$ cat config.mk
export PLATFORM = sky130hd
export DESIGN_NAME = if_stage
export DESIGN_NICKNAME = d
export VERILOG_FILES = /design/src/rtl/if_stage.sv
export SDC_FILE = /design/constraint.sdc
export NUM_CORES = 1
export LEC_CHECK = 0
export BUFFER_PORTS_ARGS = -buffer_cell sky130_fd_sc_hd__buf_2
export CORE_ASPECT_RATIO = 1.2
export CORE_UTILIZATION = 37
export CTS_CLUSTER_DIAMETER = 30
export CTS_CLUSTER_SIZE = 24
export DETAILED_ROUTE_END_ITERATION = 16
export HOLD_SLACK_MARGIN = 0.1
export PLACE_DENSITY = 0.68
export RECOVER_POWER = 100
export SLEW_MARGIN = 20
export SYNTH_ARGS = -nofsm -noshare
export SYNTH_HDL_FRONTEND = slang
export SYNTH_SLANG_ARGS = --single-unit
$ cat constraint.sdc
create_clock -name clk_i -period 3.91 [get_ports clk_i]
set_input_delay 0.782 -clock clk_i [delete_from_list [all_inputs] [get_ports clk_i]]
set_output_delay 0.782 -clock clk_i [all_outputs]
set_load 0.01 [all_outputs]
$ cat src/rtl/if_stage.sv
// ---------------------------------------------------------------------------
// if_stage -- instruction-fetch stage in front of a combinational instruction
// memory.
//
// The stage owns the PC and presents it as the fetch address. It takes the
// instruction returned in the same cycle and registers {pc, instr, pc+4} into
// an IF/ID register. Decode consumes that register through a valid/ready
// handshake. Redirects reload the PC and flush IF/ID. A misaligned redirect
// target, or a PC beyond the end of the memory, raises a fetch fault and
// parks the stage in HALT until an aligned redirect arrives.
//
// Optional feature: define IF_PERF_EN to add the fetch and flush performance
// counters. Both counters are 32 bits wide and wrap.
//
// Parameters
//   RESET_PC      PC loaded on reset
//   MEM_WORDS     instruction memory depth in words (legal PC < MEM_WORDS*4)
//
// Ports
//   clk_i         clock, rising edge
//   rst_i         asynchronous reset, active-high
//   imem_addr_o   fetch address (= pc), combinational
//   imem_instr_i  instruction returned for imem_addr_o
//   redirect_i    taken branch/jump: load redirect_pc_i, flush IF/ID
//   redirect_pc_i redirect target
//   id_ready_i    decode accepts IF/ID this cycle
//   id_valid_o    IF/ID holds a valid instruction
//   id_pc_o       PC of the IF/ID instruction
//   id_pc4_o      id_pc_o + 4
//   id_instr_o    IF/ID instruction
//   fault_o       fetch fault (misaligned redirect or PC out of range)
//   fetch_cnt_o   (IF_PERF_EN) number of instructions fetched
//   flush_cnt_o   (IF_PERF_EN) number of valid IF/ID entries killed by redirect
// ---------------------------------------------------------------------------
module if_stage #(
    parameter logic [31:0] RESET_PC  = 32'h0000_0000,
    parameter int          MEM_WORDS = 4096
) (
    input  logic        clk_i,
    input  logic        rst_i,
    output logic [31:0] imem_addr_o,
    input  logic [31:0] imem_instr_i,
    input  logic        redirect_i,
    input  logic [31:0] redirect_pc_i,
    input  logic        id_ready_i,
    output logic        id_valid_o,
    output logic [31:0] id_pc_o,
    output logic [31:0] id_pc4_o,
    output logic [31:0] id_instr_o,
    output logic        fault_o
`ifdef IF_PERF_EN
    ,
    output logic [31:0] fetch_cnt_o,
    output logic [31:0] flush_cnt_o
`endif
);

    localparam logic [31:0] NOP = 32'h0000_0013;

    typedef enum logic [1:0] {
        BOOT = 2'd0,
        RUN  = 2'd1,
        HALT = 2'd2
    } state_t;

    state_t      state_reg, state_next;
    logic [31:0] pc_reg;

    logic aligned;
    logic oor;
    logic stall;
    logic advance;
    logic pc_load;
    logic fault_set;
    logic fault_clr;
    logic flush;

    assign imem_addr_o = pc_reg;
    assign aligned     = (redirect_pc_i[1:0] == 2'b00);
    assign oor         = ({2'b00, pc_reg[31:2]} >= 32'(MEM_WORDS));
    assign stall       = id_valid_o & ~id_ready_i;
    assign advance     = (state_reg == RUN) & ~stall & ~redirect_i & ~oor;

    // Next-state and control decode. Redirect outranks both the stall and
    // the out-of-range check, so a redirect always kills the IF/ID entry
    // even when decode is accepting it in the same cycle.
    always_comb begin
        state_next = state_reg;
        pc_load    = 1'b0;
        fault_set  = 1'b0;
        fault_clr  = 1'b0;
        flush      = 1'b0;
        case (state_reg)
            BOOT: begin
                state_next = RUN;
                // IF/ID is already empty during BOOT, so there is nothing to flush.
                if (redirect_i && aligned) begin
                    pc_load = 1'b1;
                end
            end
            RUN: begin
                if (redirect_i) begin
                    flush = 1'b1;
                    if (aligned) begin
                        pc_load = 1'b1;
                    end else begin
                        fault_set  = 1'b1;
                        state_next = HALT;
                    end
                end else if (oor) begin
                    flush      = 1'b1;
                    fault_set  = 1'b1;
                    state_next = HALT;
                end
            end
            HALT: begin
                // A misaligned redirect is ignored here; only an aligned
                // redirect can restart fetching.
                if (redirect_i && aligned) begin
                    pc_load    = 1'b1;
                    fault_clr  = 1'b1;
                    state_next = RUN;
                end
            end
            default: state_next = BOOT;
        endcase
    end

    always_ff @(posedge clk_i or posedge rst_i) begin
        if (rst_i) begin
            state_reg <= BOOT;
        end else begin
            state_reg <= state_next;
        end
    end

    always_ff @(posedge clk_i or posedge rst_i) begin
        if (rst_i) begin
            pc_reg     <= RESET_PC;
            id_valid_o <= 1'b0;
            id_pc_o    <= 32'h0;
            id_pc4_o   <= 32'h0;
            id_instr_o <= NOP;
            fault_o    <= 1'b0;
        end else begin
            if (pc_load) begin
                pc_reg <= redirect_pc_i;
            end else if (advance) begin
                pc_reg <= pc_reg + 32'd4;
            end

            if (flush) begin
                id_valid_o <= 1'b0;
            end else if (advance) begin
                id_valid_o <= 1'b1;
            end

            if (advance) begin
                id_pc_o    <= pc_reg;
                id_pc4_o   <= pc_reg + 32'd4;
                id_instr_o <= imem_instr_i;
            end

            if (fault_set) begin
                fault_o <= 1'b1;
            end else if (fault_clr) begin
                fault_o <= 1'b0;
            end
        end
    end

`ifdef IF_PERF_EN
    always_ff @(posedge clk_i or posedge rst_i) begin
        if (rst_i) begin
            fetch_cnt_o <= 32'h0;
            flush_cnt_o <= 32'h0;
        end else begin
            if (advance) begin
                fetch_cnt_o <= fetch_cnt_o + 32'd1;
            end
            // Only count redirects that actually discard a live instruction.
            if (redirect_i && (state_reg == RUN) && id_valid_o) begin
                flush_cnt_o <= flush_cnt_o + 32'd1;
            end
        end
    end
`endif

endmodule

==> results.json <==
{
  "status": "finished, violations left",
  "failed_checks": "capacitance limit, slew limit",
  "cts-resized-gates": 0,
  "peakVddDrop_mv": 0.301,
  "hpwl_um": 8740,
  "cp.required_ps": 4260,
  "cts_tree": "done",
  "grt.total_usage_pct": 18.7,
  "finalSetupViolCount": 0,
  "stdcell_count": 894,
  "critical-path-top-delay-family": "compound AO/OA/AOI/OAI gates",
  "grt_max_degree": 131,
  "critPathArrivalTime_ps": 3170,
  "cp_cell_sequence": "buf_2, or3b_2, a21oi_1, clkbuf_1, nand2_1, nand2_1",
  "critPathBufInv": 2,
  "dp_cells": 861,
  "ioPinCount": 198,
  "place_congestion": 0.775,
  "post_cts_buffers": 0,
  "period_needed_ps": 2820,
  "critPathMaxFanout": 16,
  "wl_um": 13000,
  "ys_seq_elements": 130,
  "yosysSeqAreaShare_pct": 62.7,
  "crit_path_start_kind": "primary input",
  "grt_pass1_wl_um": 20700,
  "synth_edf_count": 0,
  "nets": 779,
  "antenna_found_initial": 1,
  "viasPerCell": 4.76,
  "initial_core_util_pct": 37.8,
  "gr-total-overflow": 0,
  "holdPathStages": 2,
  "cts.sinks": 130,
  "fin_worst_skew_ps": 11.5,
  "root_buffer": "clkbuf_16",
  "ys_warn_count": 0,
  "wl_per_cell_um": 14.6,
  "drive_above_1_share_pct": 15.1,
  "core_mm2": 0.0138,
  "port_buffers": 197,
  "dr.pass1.iters": 4,
  "clk_pin_slew_worst_paths_ps": 50,
  "crit_type": "primary input to flip-flop",
  "fin_setup_tns_ps": 0,
  "drv_slew": 17,
  "cts_hold_buf": 0,
  "die_area_mm2": 0.0145,
  "syn-cell-area_mm2": 0.00520,
  "fin_crit_sh_pct": 72.2,
  "slowest_stage": "a21oi_1",
  "powerDensity_mw_per_mm2": 576,
  "num_rows": 47,
  "synth_cell_types": 48,
  "p_leak_nw": 3.41,
  "grt_pass1_vias": 4245,
  "syn_inst": 516,
  "die_x_um": 110,
  "cts_buffer_depth": 2,
  "ff2ff_path_depth": 5,
  "vias": 4252,
  "synth_fp_nets": 586,
  "hold_class": "flip-flop to flip-flop",
  "drc": 0,
  "cap_violations": 1,
  "drt_iter0_drc": 196,
  "clock_latency_ps": 420,
  "cp.depth": 6,
  "cpMostUsedCell": "nand2_1",
  "rsz0062_at_grt": "no",
  "fmax_ghz": 0.354,
  "cts-buffers-inserted": 17,
  "die_h_um": 132,
  "relSlewSlack_pct": -5.35,
  "nFillCells": 1357,
  "syn_area_per_cell_um2": 10.1,
  "cpPeakStageDelay_ps": 1210,
  "ant_nets": 0,
  "ys.flop_type": "dfrtp_1",
  "crit_path_end_kind": "flip-flop",
  "area_delta_synth_final_pct": 28.6,
  "worstMarginPinSlew_ps": 1580,
  "hold_viol": 0,
  "htree_num_levels": 4,
  "ys_async_sr_fraction_pct": 100
}
==> cell families after synthesis <==
logic type | synth area share [%]
fa+ha+maj | 0.482
compound gates | 7.32
flops | 62.7
buf+inv | 4.31
mux | 0.193
xor+xnor | 1.01
simple gates | 24.0
==> final timing paths <==
kind / startpoint / end / slack, ps
worst max-delay path: redirect_pc_i[0] / imem_addr_o[18] / 1090
max in group asynchronous: rst_i / id_pc4_o[5] / 2770
worst max register to register: imem_addr_o[23] / imem_addr_o[14] / 1170
min in group asynchronous: rst_i / id_instr_o[7] / 510
worst min register to register: id_instr_o[1] / id_instr_o[1] / 460
worst min-delay path: id_instr_o[1] / id_instr_o[1] / 460
==> synth_stat cells (2+ instances only) <==
master	instances	area share (%)
a21o_1	3	0.43
a21oi_1	14	1.3
a221o_1	2	0.39
a22oi_1	6	0.87
a31oi_1	2	0.24
and2_1	2	0.24
buf_2	8	0.77
buf_4	7	1.0
buf_6	5	1.1
clkbuf_1	8	0.58
dfrtp_1	127	61
dfstp_2	3	1.5
ha_1	2	0.48
inv_1	12	0.87
nand2_1	192	14
nand3_1	3	0.29
nand4_1	3	0.36
nor2_1	19	1.4
nor2b_1	37	4.5
nor3_1	5	0.48
nor4_1	3	0.36
nor4_2	3	0.72
o21ai_0	18	1.7
o21bai_1	2	0.29
or2_2	2	0.24
or3_1	2	0.24
xnor2_1	5	0.84
==> layout by cell type, fill, tap and decap left out, types with 4 or more instances in the layout <==
master and instances:
o21ai_0 18, nand2_1 192, nor2_1 19, nand3_1 4
a22oi_1 6, buf_2 66, nor3_1 6, a21oi_1 14
nor2b_1 37, inv_1 11, xnor2_1 5, clkbuf_16 17
clkbuf_1 135, dfrtp_1 127, nor4_1 5, clkbuf_8 6
==> power by group <==
group	leakage (nW)	total [W]	switching [W]	internal, W
logic	1.36	0.000574	0.000355	0.000219
clock network	0.298	0.00160	0.000560	0.00104
registers	1.75	0.00168	0.000172	0.00151
total	3.41	0.00385	0.00109	0.00276
==> through the flow <==
step / setup WS (ps) / utilization (%) / total power (W) / hold slack, ps / instance area, µm²
after global routing: 845 / 48.5 / 0.00407 / 479 / 6680
after CTS: 1650 / 50.2 / 0.00395 / 457 / 6910
after detailed placement: 1250 / 45.8 / 0.00233 / 448 / 6300
final: 1090 / 48.6 / 0.00385 / 456 / 6680
after floorplan: 1520 / - / 0.00204 / 460 / 5200
after global placement: 993 / 45.7 / 0.00231 / 441 / 6290
==> routing by layer <==
layer / vias to the layer above / routed length [µm] / GRT usage (%)
met5: - / 0 / 0
met4: 0 / 267 / 8.55
met3: 19 / 1080 / 6.48
met2: 152 / 6210 / 30.5
met1: 2032 / 5460 / 21.7
li1: 2049 / - / -
==> tightest hold or removal path: cells and delay by family (launching register included) <==
kind,cells,cell delay [ps]
flops,1,370
simple gates,2,90
==> area by class of cell <==
cell class	count	area, µm²	area share [%]
Clock inverter	8	98.8	1.48
Multi-Input combinational cell	346	1680	25.1
Clock buffer	24	512	7.66
Tap cell	171	214	3.20
Antenna cell	1	2.50	0.0375
Sequential cell	130	3260	48.7
Inverter	12	46.3	0.693
Timing Repair Buffer	202	873	13.1
(Power assumes the default switching activity.)
